**src/rtl/fc_accumulator.sv**
```systemverilog
// Neuron output accumulator: sums sign-magnitude products, adds bias, rescales,
// applies optional ReLU and saturation, and hands the activation downstream.
//
// state | meaning
// ACCUM | accepting product beats into acc
// BIAS  | adding the aligned bias into acc
// NORM  | rescaling, clamping and registering the activation
// HOLD  | presenting out_data until the consumer takes it
module fc_accumulator #(
  parameter int DATA_WIDTH = 16,
  parameter int ACC_WIDTH  = 40,
  parameter int FRAC_BITS  = 8,
  parameter bit RELU_EN    = 1'b1
) (
  input  logic                    clk,
  input  logic                    rst,
  input  logic                    in_valid,
  output logic                    in_ready,
  input  logic [2*DATA_WIDTH-1:0] in_product,
  input  logic                    in_last,
  input  logic [DATA_WIDTH-1:0]   bias,
  output logic                    out_valid,
  input  logic                    out_ready,
  output logic [DATA_WIDTH-1:0]   out_data,
  output logic                    out_overflow
);

  localparam int PW = 2*DATA_WIDTH;
  localparam logic [ACC_WIDTH-1:0] MAG_MAX =
    {{(ACC_WIDTH-DATA_WIDTH+1){1'b0}}, {(DATA_WIDTH-1){1'b1}}};

  typedef enum logic [1:0] {ACCUM, BIAS, NORM, HOLD} state_t;

  state_t                  state, state_nxt;
  logic [ACC_WIDTH-1:0]    acc, acc_nxt;
  logic [ACC_WIDTH-1:0]    prod_mag, prod_tc, bias_mag, bias_tc;
  logic [ACC_WIDTH-1:0]    acc_abs, acc_shr;
  logic [DATA_WIDTH-1:0]   bias_q, bias_nxt, data_nxt;
  logic                    valid_nxt, ovf_nxt, acc_neg;

  // Negative zero falls out naturally: negating a zero magnitude is zero.
  assign prod_mag = {{(ACC_WIDTH-PW+1){1'b0}}, in_product[PW-2:0]};
  assign prod_tc  = in_product[PW-1] ? -prod_mag : prod_mag;
  assign bias_mag = {{(ACC_WIDTH-DATA_WIDTH+1){1'b0}}, bias_q[DATA_WIDTH-2:0]};
  assign bias_tc  = (bias_q[DATA_WIDTH-1] ? -bias_mag : bias_mag) << FRAC_BITS;

  assign acc_neg = acc[ACC_WIDTH-1];
  assign acc_abs = acc_neg ? -acc : acc;
  assign acc_shr = acc_abs >> FRAC_BITS;

  always_ff @(posedge clk or posedge rst) begin
    if (rst) begin
      state        <= ACCUM;
      acc          <= '0;
      bias_q       <= '0;
      out_valid    <= 1'b0;
      out_data     <= '0;
      out_overflow <= 1'b0;
    end else begin
      state        <= state_nxt;
      acc          <= acc_nxt;
      bias_q       <= bias_nxt;
      out_valid    <= valid_nxt;
      out_data     <= data_nxt;
      out_overflow <= ovf_nxt;
    end
  end

  always_comb begin
    state_nxt = state;
    acc_nxt   = acc;
    bias_nxt  = bias_q;
    case (state)
      ACCUM: begin
        if (in_valid) begin
          acc_nxt = acc + prod_tc;
          if (in_last) begin
            bias_nxt  = bias;
            state_nxt = BIAS;
          end
        end
      end
      BIAS: begin
        acc_nxt   = acc + bias_tc;
        state_nxt = NORM;
      end
      NORM: state_nxt = HOLD;
      HOLD: begin
        if (out_ready) begin
          acc_nxt   = '0;
          state_nxt = ACCUM;
        end
      end
      default: state_nxt = ACCUM;
    endcase
  end

  always_comb begin
    in_ready  = (state == ACCUM);
    valid_nxt = out_valid;
    data_nxt  = out_data;
    ovf_nxt   = out_overflow;
    case (state)
      NORM: begin
        valid_nxt = 1'b1;
        if (acc_neg && RELU_EN) begin
          data_nxt = '0;
          ovf_nxt  = 1'b0;
        end else if (acc_shr > MAG_MAX) begin
          data_nxt = {acc_neg, {(DATA_WIDTH-1){1'b1}}};
          ovf_nxt  = 1'b1;
        end else begin
          // A magnitude that truncates to zero never carries a sign.
          data_nxt = {acc_neg && (acc_shr[DATA_WIDTH-2:0] != '0),
                      acc_shr[DATA_WIDTH-2:0]};
          ovf_nxt  = 1'b0;
        end
      end
      HOLD: begin
        if (out_ready) valid_nxt = 1'b0;
      end
      default: ;
    endcase
  end

endmodule

```
**config.mk**
```make
export PLATFORM = sky130hd
export DESIGN_NAME = fc_accumulator
export DESIGN_NICKNAME = d
export VERILOG_FILES = /design/src/rtl/fc_accumulator.sv
export SDC_FILE = /design/constraint.sdc
export NUM_CORES = 1
export LEC_CHECK = 0
export CAP_MARGIN = 40
export CORE_MARGIN = 1
export CORE_UTILIZATION = 54
export DETAILED_ROUTE_END_ITERATION = 6
export PLACE_DENSITY = 0.76
export SLEW_MARGIN = 20
export SYNTH_ARGS = -nofsm -noshare
export SYNTH_HDL_FRONTEND = slang
export SYNTH_SLANG_ARGS = --single-unit
```
**constraint.sdc**
```tcl
create_clock -name clk -period 4.7 [get_ports clk]
set_clock_uncertainty 0.15 [all_clocks]
set_input_delay 1.175 -clock clk [delete_from_list [all_inputs] [get_ports clk]]
set_output_delay 1.175 -clock clk [all_outputs]
set_load 0.02 [all_outputs]
```
==> metrics.md, run 1 <==
| Metric | Value |
|---|---|
| Fin. max-slew vios | 0 |
| CTS tree | yes |
| Antenna cells | 0 |
| Crit-path max FO | 3 |
| Crit path capture type | register |
| Area growth syn-to-layout | 38.8% |
| First DRT Iteration DRCs | 812 |
| Synthesized area per cell | 7.92 sq um |
| Synthesized cell area | 8490 sq um |
| Final Critical Period | 5550 ps |
| Worst path max stage delay | 420 ps |
| Core box area | 15,300 sq um |
| Nature of the critical path startpoint | input pin |
| Post-synth EDFFs | 0 |
| Root buffer cell | clkbuf_16 |
| Main synth FF type | dfrtp_1 |
| Setup Crit Path Kind | in -> reg |
| Avg Vias per Cell | 6.28 |
| Crit-path slowest cell | or3_4 |
| Starting Density | 0.556 |
| Wire per inst | 18.6 um |
| R2R Setup Slk | -330 ps |
| CTS Buf Count | 9 |
| Post-synth top cells | nor2_1 (95), nand2_1 (89), a21oi_1 (79), ha_1 (78), dfrtp_1 (76) |
| Post-synth top area share | 0.224 |
| Gpl congestion | 0.958 |
| Clock slew at reported path FFs | 70 ps |
| Fmax | 0.180 GHz |
| Max Root-Sink Buffers | 2 |
| Share of layout cells above drive strength 1 | 0.277 |
| GR Overflow Total | 0 |
| Fin crit share | 1.18 |
| Nets@finish | 1,455 |
| Synthesis Warnings | 0 |
| CTS sink count | 76 |
| Req. time, crit path | 4750 ps |
| Largest net degree at the start of global routing | 35 |
| CP bufs+invs | 1 |
| Synth area leaders | dfrtp_1 (22%), ha_1 (11%), xnor2_1 (6.9%) |
| Global-route wire length before repair | 45,000 um |
| Final Core Density | 0.772 |
| Register area share after synthesis | 0.224 |
| Port bufs | 71 |
| Num rows | 45 |
| Total GRT Usage | 0.350 |
| Most numerous cell in the Yosys netlist | nor2_1 |
| Post-synthesis async set-or-reset flop share | 1.00 |
| Die width | 127 um |
| Worst path cell trace | buf_6 -> nor4_4 -> nand4b_1 -> or3_4 -> or2_4 -> or3_4 -> or2_4 -> o41a_1 -> xor2_1 -> ha_1 -> a21o_1 -> a21o_1 -> a221oi_4 -> o221ai_2 -> nor3b_2 -> a21oi_1 -> xor2_1 -> mux2i_1 -> o211ai_1 |
| Final setup vio count | 17 |
| Synth Instances | 1,072 |
| Post-DP HPWL | 20,600 um |
| Slew headroom | 0.457 |
| Final hold violation count | 0 |
| Clk_lat worst skew | 360 ps |
| Vert. Die Dim | 127 um |
| Die area | 16,200 sq um |
| Antenna violations before repair | 0 |
| DRC | 0 |
| Dpl ws | -1620 ps |
| Failing checks | negative setup slack |
| Crit path setup slack, layout | -851 ps |
| First-pass DRT Iterations | 6 |
| Distinct cells, synth | 68 |
| CP top delay family | simple AND/OR/NAND/NOR gates |
| Largest area contributor in the netlist | dfrtp_1 |
| Max-cap violation count | 0 |
| DR vias | 9,651 |
| Syn Nets | 1,205 |
| Slew @ Worst Pin | 814 ps |
| Final WL | 28,600 um |
| # IOs | 72 |
| CTS Hold Buffers Added | 0 |
| Max H-tree Level | 3 |
| Final ANT Viol Nets | 0 |
| CP arrival | 5600 ps |
| RSZ-0062 raised after global routing | true |
| Number of global-route vias before repair | 9,388 |
| Outcome | complete, but fails checks |
| Hold Path Class | reg -> reg |
| FF+latch count, synth | 76 |
==> routing by layer <==
layer	routed length (um)	track usage	share of wire	up-vias
li1	-	-	-	4499
met1	11400	0.412	0.40	4571
met2	14000	0.610	0.49	433
met3	1570	0.0461	0.055	148
met4	1680	0.211	0.059	0
met5	0	0	0	-
==> timing repair <==
| action | in CTS | in global routing |
|---|---|---|
| buffers inserted | 20 | 16 |
| resized for setup | 128 | 43 |
| pin swaps | 63 | 40 |
| setup endpoints to repair | 24 | 28 |
==> flip-flops by register name (all words and copies together), names as in the netlist <==
register and count:
out_overflow 1, out_valid 1, acc 40, bias_q 16, out_data 16, state 2
==> worst reg2reg max path, cell delays in order, from the launching register on <==
cell	delay (ps)
dfrtp_1	390
inv_1	90
ha_1	180
nand2_1	70
or3_1	340
or3_1	380
nor4_1	230
buf_4	190
ha_1	230
nand2_1	60
o21ai_0	120
ha_1	340
a21oi_1	140
o221ai_1	140
a21o_1	220
a2111oi_0	490
a21boi_0	360
o31ai_1	160
xnor2_1	170
mux2_2	370
o211ai_1	100
==> final cells by class <==
cell class | count | area [sq um]
clock buffers | 9 | 225
clock inverters | 7 | 76.3
fillers | 1041 | 3480
inverters | 58 | 218
multi-input cells | 896 | 6760
flip-flops and latches | 76 | 1900
well taps | 211 | 264
repair buffers | 281 | 2330
==> per-stage QoR <==
| step | area (sq um) | hold slack [ps] | setup TNS (ps) | std cells |
|---|---|---|---|---|
| after floorplan | 8560 | 323 | -8100 | 1072 |
| after global placement | 10700 | 338 | -24720 | 1490 |
| after detailed placement | 10700 | 352 | -26690 | 1492 |
| after CTS | 11500 | 371 | -7360 | 1526 |
| final | 11800 | 368 | -9280 | 1538 |
| after global routing | 11800 | 393 | -12190 | 1538 |
==> worst paths after layout <==
path	end	cells after the start	startpoint
setup / recovery	acc[39]	19	in_product[3]
hold / removal	out_data[1]	1	out_data[1]
setup reg to reg	acc[39]	20	bias_q[0]
hold reg to reg	out_data[1]	1	out_data[1]
max in group asynchronous	acc[26]	4	rst
min in group asynchronous	bias_q[2]	2	rst
==> kinds of logic (layout without fill, tap and decap cells) <==
logic type | Yosys count | after routing | synth area share
and+or+nand+nor | 338 | 338 | 0.198
muxes | 30 | 30 | 0.0386
adders and majority gates | 80 | 80 | 0.120
buffers and inverters | 100 | 355 | 0.0453
AOI/OAI and AO/OA | 355 | 355 | 0.279
DFF | 76 | 76 | 0.224
xor gates and xnor gates | 93 | 93 | 0.0960
==> cells in the final DEF, fill, tap and decap left out, types with 11 or more instances in the layout <==
cell | synthesis | final
inv_1 | 58 | 53
nand3_1 | 17 | 16
a21o_1 | 23 | 23
a21oi_2 | 0 | 14
o31ai_1 | 20 | 17
or3_1 | 15 | 11
dfrtp_1 | 76 | 76
o21a_1 | 16 | 15
nor3_1 | 18 | 14
ha_1 | 78 | 71
nor2_1 | 95 | 89
nand4_1 | 18 | 18
o21ai_1 | 0 | 15
o21ai_0 | 73 | 49
clkdlybuf4s50_1 | 0 | 58
xor2_1 | 26 | 25
nand2_1 | 89 | 87
o22ai_1 | 20 | 20
nor2b_1 | 21 | 21
a31oi_1 | 14 | 13
a21oi_1 | 79 | 63
xnor2_1 | 67 | 62
mux2_2 | 22 | 22
buf_4 | 2 | 197
buf_6 | 0 | 14
Power of run 1 is left out: the tool's default activity adds up to more than one toggle a clock period on the data nets, which glitch-free logic cannot reach.
==> run 2, diff against run 1 <==
- GPL_TIMING_DRIVEN: unset -> 0
==> run 2 against run 1 <==
Net effect:
- final cell count fell by 7.5%
- maximum frequency fell by 1.3%
- flip-flop and latch count did not move
- first-iteration DRC count rose by 4.2%
- largest cell class unchanged
- global-route usage fell by 1.8 points
- via count fell by 6.9%
- the run still ends with negative setup slack left
- hold slack got worse by 6.8 ps
- design area fell by 8.3%
- count of clock-buffer cells in the layout did not move
- register-to-register slack got worse by 220 ps
- non-clock buffer count fell by 115
- wire length fell by 5.1%
==> metrics.md, run 2 (synthesis gave the netlist of run 1 again) <==
| Metric | Value |
|---|---|
| Reg2reg end | acc[39] (unchanged) |
| Global Route met2 Usage | 0.552 (was 0.610) |
| Setup TNS | -9430 ps (was -9280 ps) |
| CTS tree | yes (unchanged) |
| Max Root-Sink Buffers | 2 (unchanged) |
| Vert. Die Dim | 127 um (unchanged) |
| Crit-path slowest cell | or4_4 (was or3_4) |
| Avg Vias per Cell | 6.32 (was 6.28) |
| Number of fill cells | 1,229 (was 1,041) |
| RSZ-0062 raised after global routing | true (unchanged) |
| Clk_lat worst skew | 360 ps (about the same) |
| Die width | 127 um (unchanged) |
| Die area | 16,200 sq um (unchanged) |
| Largest net degree at the start of global routing | 50 (was 35) |
| Max H-tree Level | 3 (unchanged) |
| Worst hold path depth | 1 (unchanged) |
| Slew headroom | 0.433 (was 0.457) |
| Clock slew at reported path FFs | 70 ps (about the same) |
| Dpl ws | -2090 ps (was -1620 ps) |
| Max-cap violation count | 0 (unchanged) |
| Fmax | 0.178 GHz (was 0.180 GHz) |
| Total GRT Usage | 0.333 (was 0.350) |
| Hold endpoint | out_data[15] (was out_data[1]) |
| Final ANT Viol Nets | 0 (unchanged) |
| Final Core Density | 0.708 (was 0.772) |
| # IOs | 72 (unchanged) |
| Number of global-route vias before repair | 8,297 (was 9,388) |
| Worst path cell trace | buf_4 -> or4_4 -> or3_4 -> or2_4 -> or3_4 -> or2_4 -> o41a_1 -> nor2_1 -> xnor2_1 -> ha_2 -> and4_4 -> a31o_4 -> a221oi_4 -> o221ai_2 -> nor3b_2 -> a21oi_1 -> xor2_1 -> mux2i_1 -> o211ai_1 (was buf_6 -> nor4_4 -> nand4b_1 -> or3_4 -> or2_4 -> or3_4 -> or2_4 -> o41a_1 -> xor2_1 -> ha_1 -> a21o_1 -> a21o_1 -> a221oi_4 -> o221ai_2 -> nor3b_2 -> a21oi_1 -> xor2_1 -> mux2i_1 -> o211ai_1) |
| DRC | 0 (unchanged) |
| First DRT Iteration DRCs | 846 (was 812) |
| Fin. max-slew vios | 0 (unchanged) |
| Outcome | complete, but fails checks (unchanged) |
| Final Critical Period | 5630 ps (was 5550 ps) |
| CP arrival | 5700 ps (was 5600 ps) |
| Setup Crit Path Kind | in -> reg (unchanged) |
| Share of layout cells above drive strength 1 | 0.185 (was 0.277) |
| GR peak layer | met2 (unchanged) |
| Port bufs | 71 (unchanged) |
| Slew @ Worst Pin | 843 ps (was 814 ps) |
| Num rows | 45 (unchanged) |
| CTS Buf Count | 9 (unchanged) |
| Wire per inst | 19.1 um (was 18.6 um) |
| Reg2reg start | bias_q[0] (unchanged) |
| Root buffer cell | clkbuf_16 (unchanged) |
| Post-DP HPWL | 20,000 um (was 20,600 um) |
| Core box area | 15,300 sq um (unchanged) |
| GR met3 Demand/Resource | 0.0519 (was 0.0461) |
| R2R Setup Slk | -550 ps (was -330 ps) |
| DR vias | 8,989 (was 9,651) |
| CTS Hold Buffers Added | 0 (unchanged) |
| Crit path setup slack, layout | -927 ps (was -851 ps) |
| HP Start | out_data[15] (was out_data[1]) |
| Register with the most flip-flops | acc (unchanged) |
| Crit path capture type | register (unchanged) |
| Hold Slack | 361 ps (was 368 ps) |
| Commonest non-fill, non-tap cell in the layout | nor2_1 (was buf_4) |
| Req. time, crit path | 4770 ps (was 4750 ps) |
| Gpl congestion | 0.975 (was 0.958) |
| Antenna cells | 0 (unchanged) |
| Final hold violation count | 0 (unchanged) |
| Antenna violations before repair | 0 (unchanged) |
| Global-route wire length before repair | 42,100 um (was 45,000 um) |
| Most frequent cells in the layout | nor2_1 (93), nand2_1 (88), dfrtp_1 (75) (was buf_4 (197), nor2_1 (89), nand2_1 (87)) |
| Failing checks | negative setup slack (unchanged) |
| Hold Path Class | reg -> reg (unchanged) |
| First-pass DRT Iterations | 7 (was 6) |
| Nature of the critical path startpoint | input pin (unchanged) |
| Final setup vio count | 17 (unchanged) |
| Met1 Track Usage GR | 0.434 (was 0.412) |
| Crit-path max FO | 5 (was 3) |
| Worst path max stage delay | 500 ps (was 420 ps) |
| Area growth syn-to-layout | 27.3% (was 38.8%) |
| GR Overflow Total | 0 (unchanged) |
| Regs by FF count | acc: 40 flops, bias_q: 16 flops, out_data: 16 flops (unchanged) |
| Max FFs per register | 40 (unchanged) |
| Nets@finish | 1,340 (was 1,455) |
| Starting Density | 0.556 (unchanged) |
| Fin crit share | 1.20 (was 1.18) |
| CTS sink count | 76 (unchanged) |
| R2r worst-path depth | 17 (was 20) |
| Final WL | 27,200 um (was 28,600 um) |
-- run 2: repair_timing --
item,CTS,global route
pin swaps,40,54
setup endpoints to repair,28,30
gates resized for setup,95,97
endpoints found under the hold margin,0,0
buffers inserted,42,17
-- run 2: per-layer routing --
layer | wire length (um) | vias up
li1 | - | 4275
met1 | 11500 | 4268
met2 | 13000 | 371
met3 | 1750 | 75
met4 | 920 | 0
met5 | 0 | -
-- run 2: worst max-delay path by stage --
stage	from	endpoint	slack [ps]
detailed placement	in_product[2]	acc[39]	-2090
floorplan	in_product[11]	acc[37]	-980
finish	in_product[9]	acc[39]	-930
global placement	in_product[2]	acc[37]	-2090
global route	in_product[4]	acc[39]	-1030
CTS	in_product[12]	acc[39]	-970
-- run 2: metrics by stage --
stage               instance area (sq um)  cells
floorplan                            8560   1072
global placement                     9530   1354
detailed placement                   9570   1355
CTS                                 10400   1410
global route                        10800   1423
finish                              10800   1423
-- run 2: critical path, delay by kind of cell --
family	cells	cell delay (ps)
simple gates	8	2150
compound gates	6	1260
xor+xnor	2	420
fa+ha+maj	1	310
mux	1	220
buf+inv	1	140
-- run 2: final cells by class --
class | instances | area, sq um | share of cell area
repair buffers | 127 | 1180 | 0.109
inverters | 58 | 220 | 0.0204
plain buffers | 39 | 181 | 0.0168
clock buffers | 9 | 225 | 0.0209
flip-flops and latches | 76 | 1900 | 0.176
well taps | 211 | 264 | 0.0244
multi-input cells | 896 | 6750 | 0.625
clock inverters | 7 | 76.3 | 0.00707
Power of run 2 is left out for the same reason.
==> run 3, diff against run 2 <==
- CORE_UTILIZATION: 54 -> 60
- PLACE_DENSITY: 0.76 -> 0.8
- clock period: 4.7 -> 5.53 ns (I/O delays scaled with it)
==> run 3 against run 2 <==
Net effect:
- the run still ends with negative setup slack left
- non-clock buffer count is 2 higher
- global-route usage rose by 4.3 points
- register-to-register slack improved by 830 ps
- flip-flop and latch count is the same
- critical path type unchanged
==> metrics.md, run 3 (synthesis gave the netlist of run 1 again) <==
| Metric | Value |
|---|---|
| Reg2reg start | bias_q[0] (unchanged) |
| Hold endpoint | out_data[15] (unchanged) |
| Antenna cells | 0 (unchanged) |
| First DRT Iteration DRCs | 1,011 (was 846) |
| CTS tree | yes (unchanged) |
| Number of global-route vias before repair | 8,497 (was 8,297) |
| Slew headroom | 0.462 (was 0.433) |
| Reg2reg end | acc[39] (unchanged) |
| DRC | 0 (unchanged) |
| Setup Crit Path Kind | in -> reg (unchanged) |
| Crit path setup slack, layout | -417 ps (was -927 ps) |
| Post-DP HPWL | 19,800 um (was 20,000 um) |
| Clk_lat worst skew | 360 ps (about the same) |
| Final WL | 27,600 um (was 27,200 um) |
| Max-cap violation count | 0 (unchanged) |
| Total GRT Usage | 0.376 (was 0.333) |
| Post-Layout Cell Count | 1,394 (was 1,423) |
| Die area | 14,600 sq um (was 16,200 sq um) |
| CP arrival | 6010 ps (was 5700 ps) |
| Final setup vio count | 11 (was 17) |
| R2R Setup Slk | 280 ps (was -550 ps) |
| Global-route wire length before repair | 42,800 um (was 42,100 um) |
| CTS Hold Buffers Added | 0 (unchanged) |
| Die width | 121 um (was 127 um) |
| Starting Density | 0.614 (was 0.556) |
| Fin. max-slew vios | 0 (unchanged) |
| Most frequent cells in the layout | nor2_1 (92), nand2_1 (88), dfrtp_1 (76) (was nor2_1 (93), nand2_1 (88), dfrtp_1 (75)) |
| Max H-tree Level | 3 (unchanged) |
| Share of layout cells above drive strength 1 | 0.162 (was 0.185) |
| Vert. Die Dim | 121 um (was 127 um) |
| CTS Buf Count | 9 (unchanged) |
| R2r worst-path depth | 17 (unchanged) |
| Max Root-Sink Buffers | 2 (unchanged) |
| Wire per inst | 19.8 um (was 19.1 um) |
| Antenna violations before repair | 0 (unchanged) |
| Worst path max stage delay | 550 ps (was 500 ps) |
| Slew @ Worst Pin | 807 ps (was 843 ps) |
| Register with the most flip-flops | acc (unchanged) |
| RSZ-0062 raised after global routing | true (unchanged) |
| Final hold violation count | 0 (unchanged) |
| CTS sink count | 76 (unchanged) |
| Max FFs per register | 40 (unchanged) |
| HP Start | out_data[15] (unchanged) |
| Crit path capture type | register (unchanged) |
| Final Critical Period | 5950 ps |
| Hold Path Class | reg -> reg (unchanged) |
| Worst path cell trace | buf_8 -> or4_4 -> or3_4 -> or2_4 -> or3_4 -> or2_4 -> o41a_1 -> xor2_1 -> ha_1 -> a21o_1 -> a21o_1 -> a221oi_4 -> o221ai_2 -> nor3b_2 -> a21oi_2 -> xor2_2 -> mux2i_1 -> o211ai_1 (was buf_4 -> or4_4 -> or3_4 -> or2_4 -> or3_4 -> or2_4 -> o41a_1 -> nor2_1 -> xnor2_1 -> ha_2 -> and4_4 -> a31o_4 -> a221oi_4 -> o221ai_2 -> nor3b_2 -> a21oi_1 -> xor2_1 -> mux2i_1 -> o211ai_1) |
| Avg Vias per Cell | 6.68 (was 6.32) |
| Fmax | 0.168 GHz |
| Final ANT Viol Nets | 0 (unchanged) |
| Clock slew at reported path FFs | 70 ps (about the same) |
| Nature of the critical path startpoint | input pin (unchanged) |
| GR Overflow Total | 0 (unchanged) |
| Crit-path slowest cell | or4_4 (unchanged) |
| Placed cell count | 1,324 (was 1,355) |
| Crit-path max FO | 3 (was 5) |
| Area growth syn-to-layout | 24.6% (was 27.3%) |
| # IOs | 72 (unchanged) |
| Root buffer cell | clkbuf_16 (unchanged) |
| Gpl congestion | 0.964 (was 0.975) |
| Nets@finish | 1,342 (was 1,340) |
| Regs by FF count | acc: 40 flops, bias_q: 16 flops, out_data: 16 flops (unchanged) |
| Req. time, crit path | 5600 ps (was 4770 ps) |
| First-pass DRT Iterations | 6 (was 7) |
| Critical Path Source | in_product[11] (was in_product[9]) |
| Failing checks | negative setup slack (unchanged) |
| Port bufs | 71 (unchanged) |
| Commonest non-fill, non-tap cell in the layout | nor2_1 (unchanged) |
| DR vias | 9,306 (was 8,989) |
| Fin crit share | 1.08 |
| Core box area | 13,800 sq um (was 15,300 sq um) |
| Largest net degree at the start of global routing | 51 (was 50) |
| Worst hold path depth | 1 (unchanged) |
| Outcome | complete, but fails checks (unchanged) |
| Num rows | 43 (was 45) |
-- run 3: stage by stage --
step	hold slack [ps]	TNS, ps	utilization	setup WS (ps)	cell area [sq um]
floorplan	323	-1380	-	-355	8520
global placement	336	-15550	0.684	-1430	9460
detailed placement	348	-16430	0.687	-1480	9500
CTS	370	-1350	0.748	-342	10300
global route	384	-4010	0.765	-554	10600
finish	367	-2530	0.765	-417	10600
-- run 3: final cells by class --
class / count / area, sq um
plain buffers: 39 / 168
clock buffers: 9 / 225
clock inverters: 7 / 71.3
fillers: 1026 / 3250
inverters: 58 / 220
multi-input cells: 896 / 6600
flip-flops and latches: 76 / 1900
well taps: 180 / 225
repair buffers: 129 / 1170
-- run 3: worst max-delay path: cells and delay by family --
family,cells,cell delay [ps]
buffers and inverters,1,100
AO/OA/AOI/OAI,7,1560
adder cells (fa/ha/maj),1,320
multiplexers,1,210
XOR/XNOR,2,410
AND/OR/NAND/NOR,6,2020
-- run 3: how the worst max path moves through the flow --
stage              end  slack (ps)  cells past startpoint
5_1_grt        acc[39]        -550                     18
6_report       acc[39]        -420                     18
3_5_place_dp   acc[39]       -1480                     20
2_1_floorplan  acc[37]        -350                     18
3_3_place_gp   acc[39]       -1430                     20
4_1_cts        acc[39]        -340                     18
-- run 3: timing repair --
| action | in CTS | in global routing |
|---|---|---|
| gates cloned | 0 | 0 |
| resized for setup | 107 | 38 |
| buffers inserted | 44 | 16 |
| pin swaps | 51 | 39 |
| endpoints found under the setup margin | 16 | 26 |
-- run 3: per-layer routing --
metal  GRT usage  wire length [um]  vias up
met5           0                 0        -
met4       0.208              1540        0
met3      0.0639              2020      126
met2       0.616             13000      483
met1       0.469             11000     4423
li1            -                 -     4274
Power of run 3 is left out for the same reason.
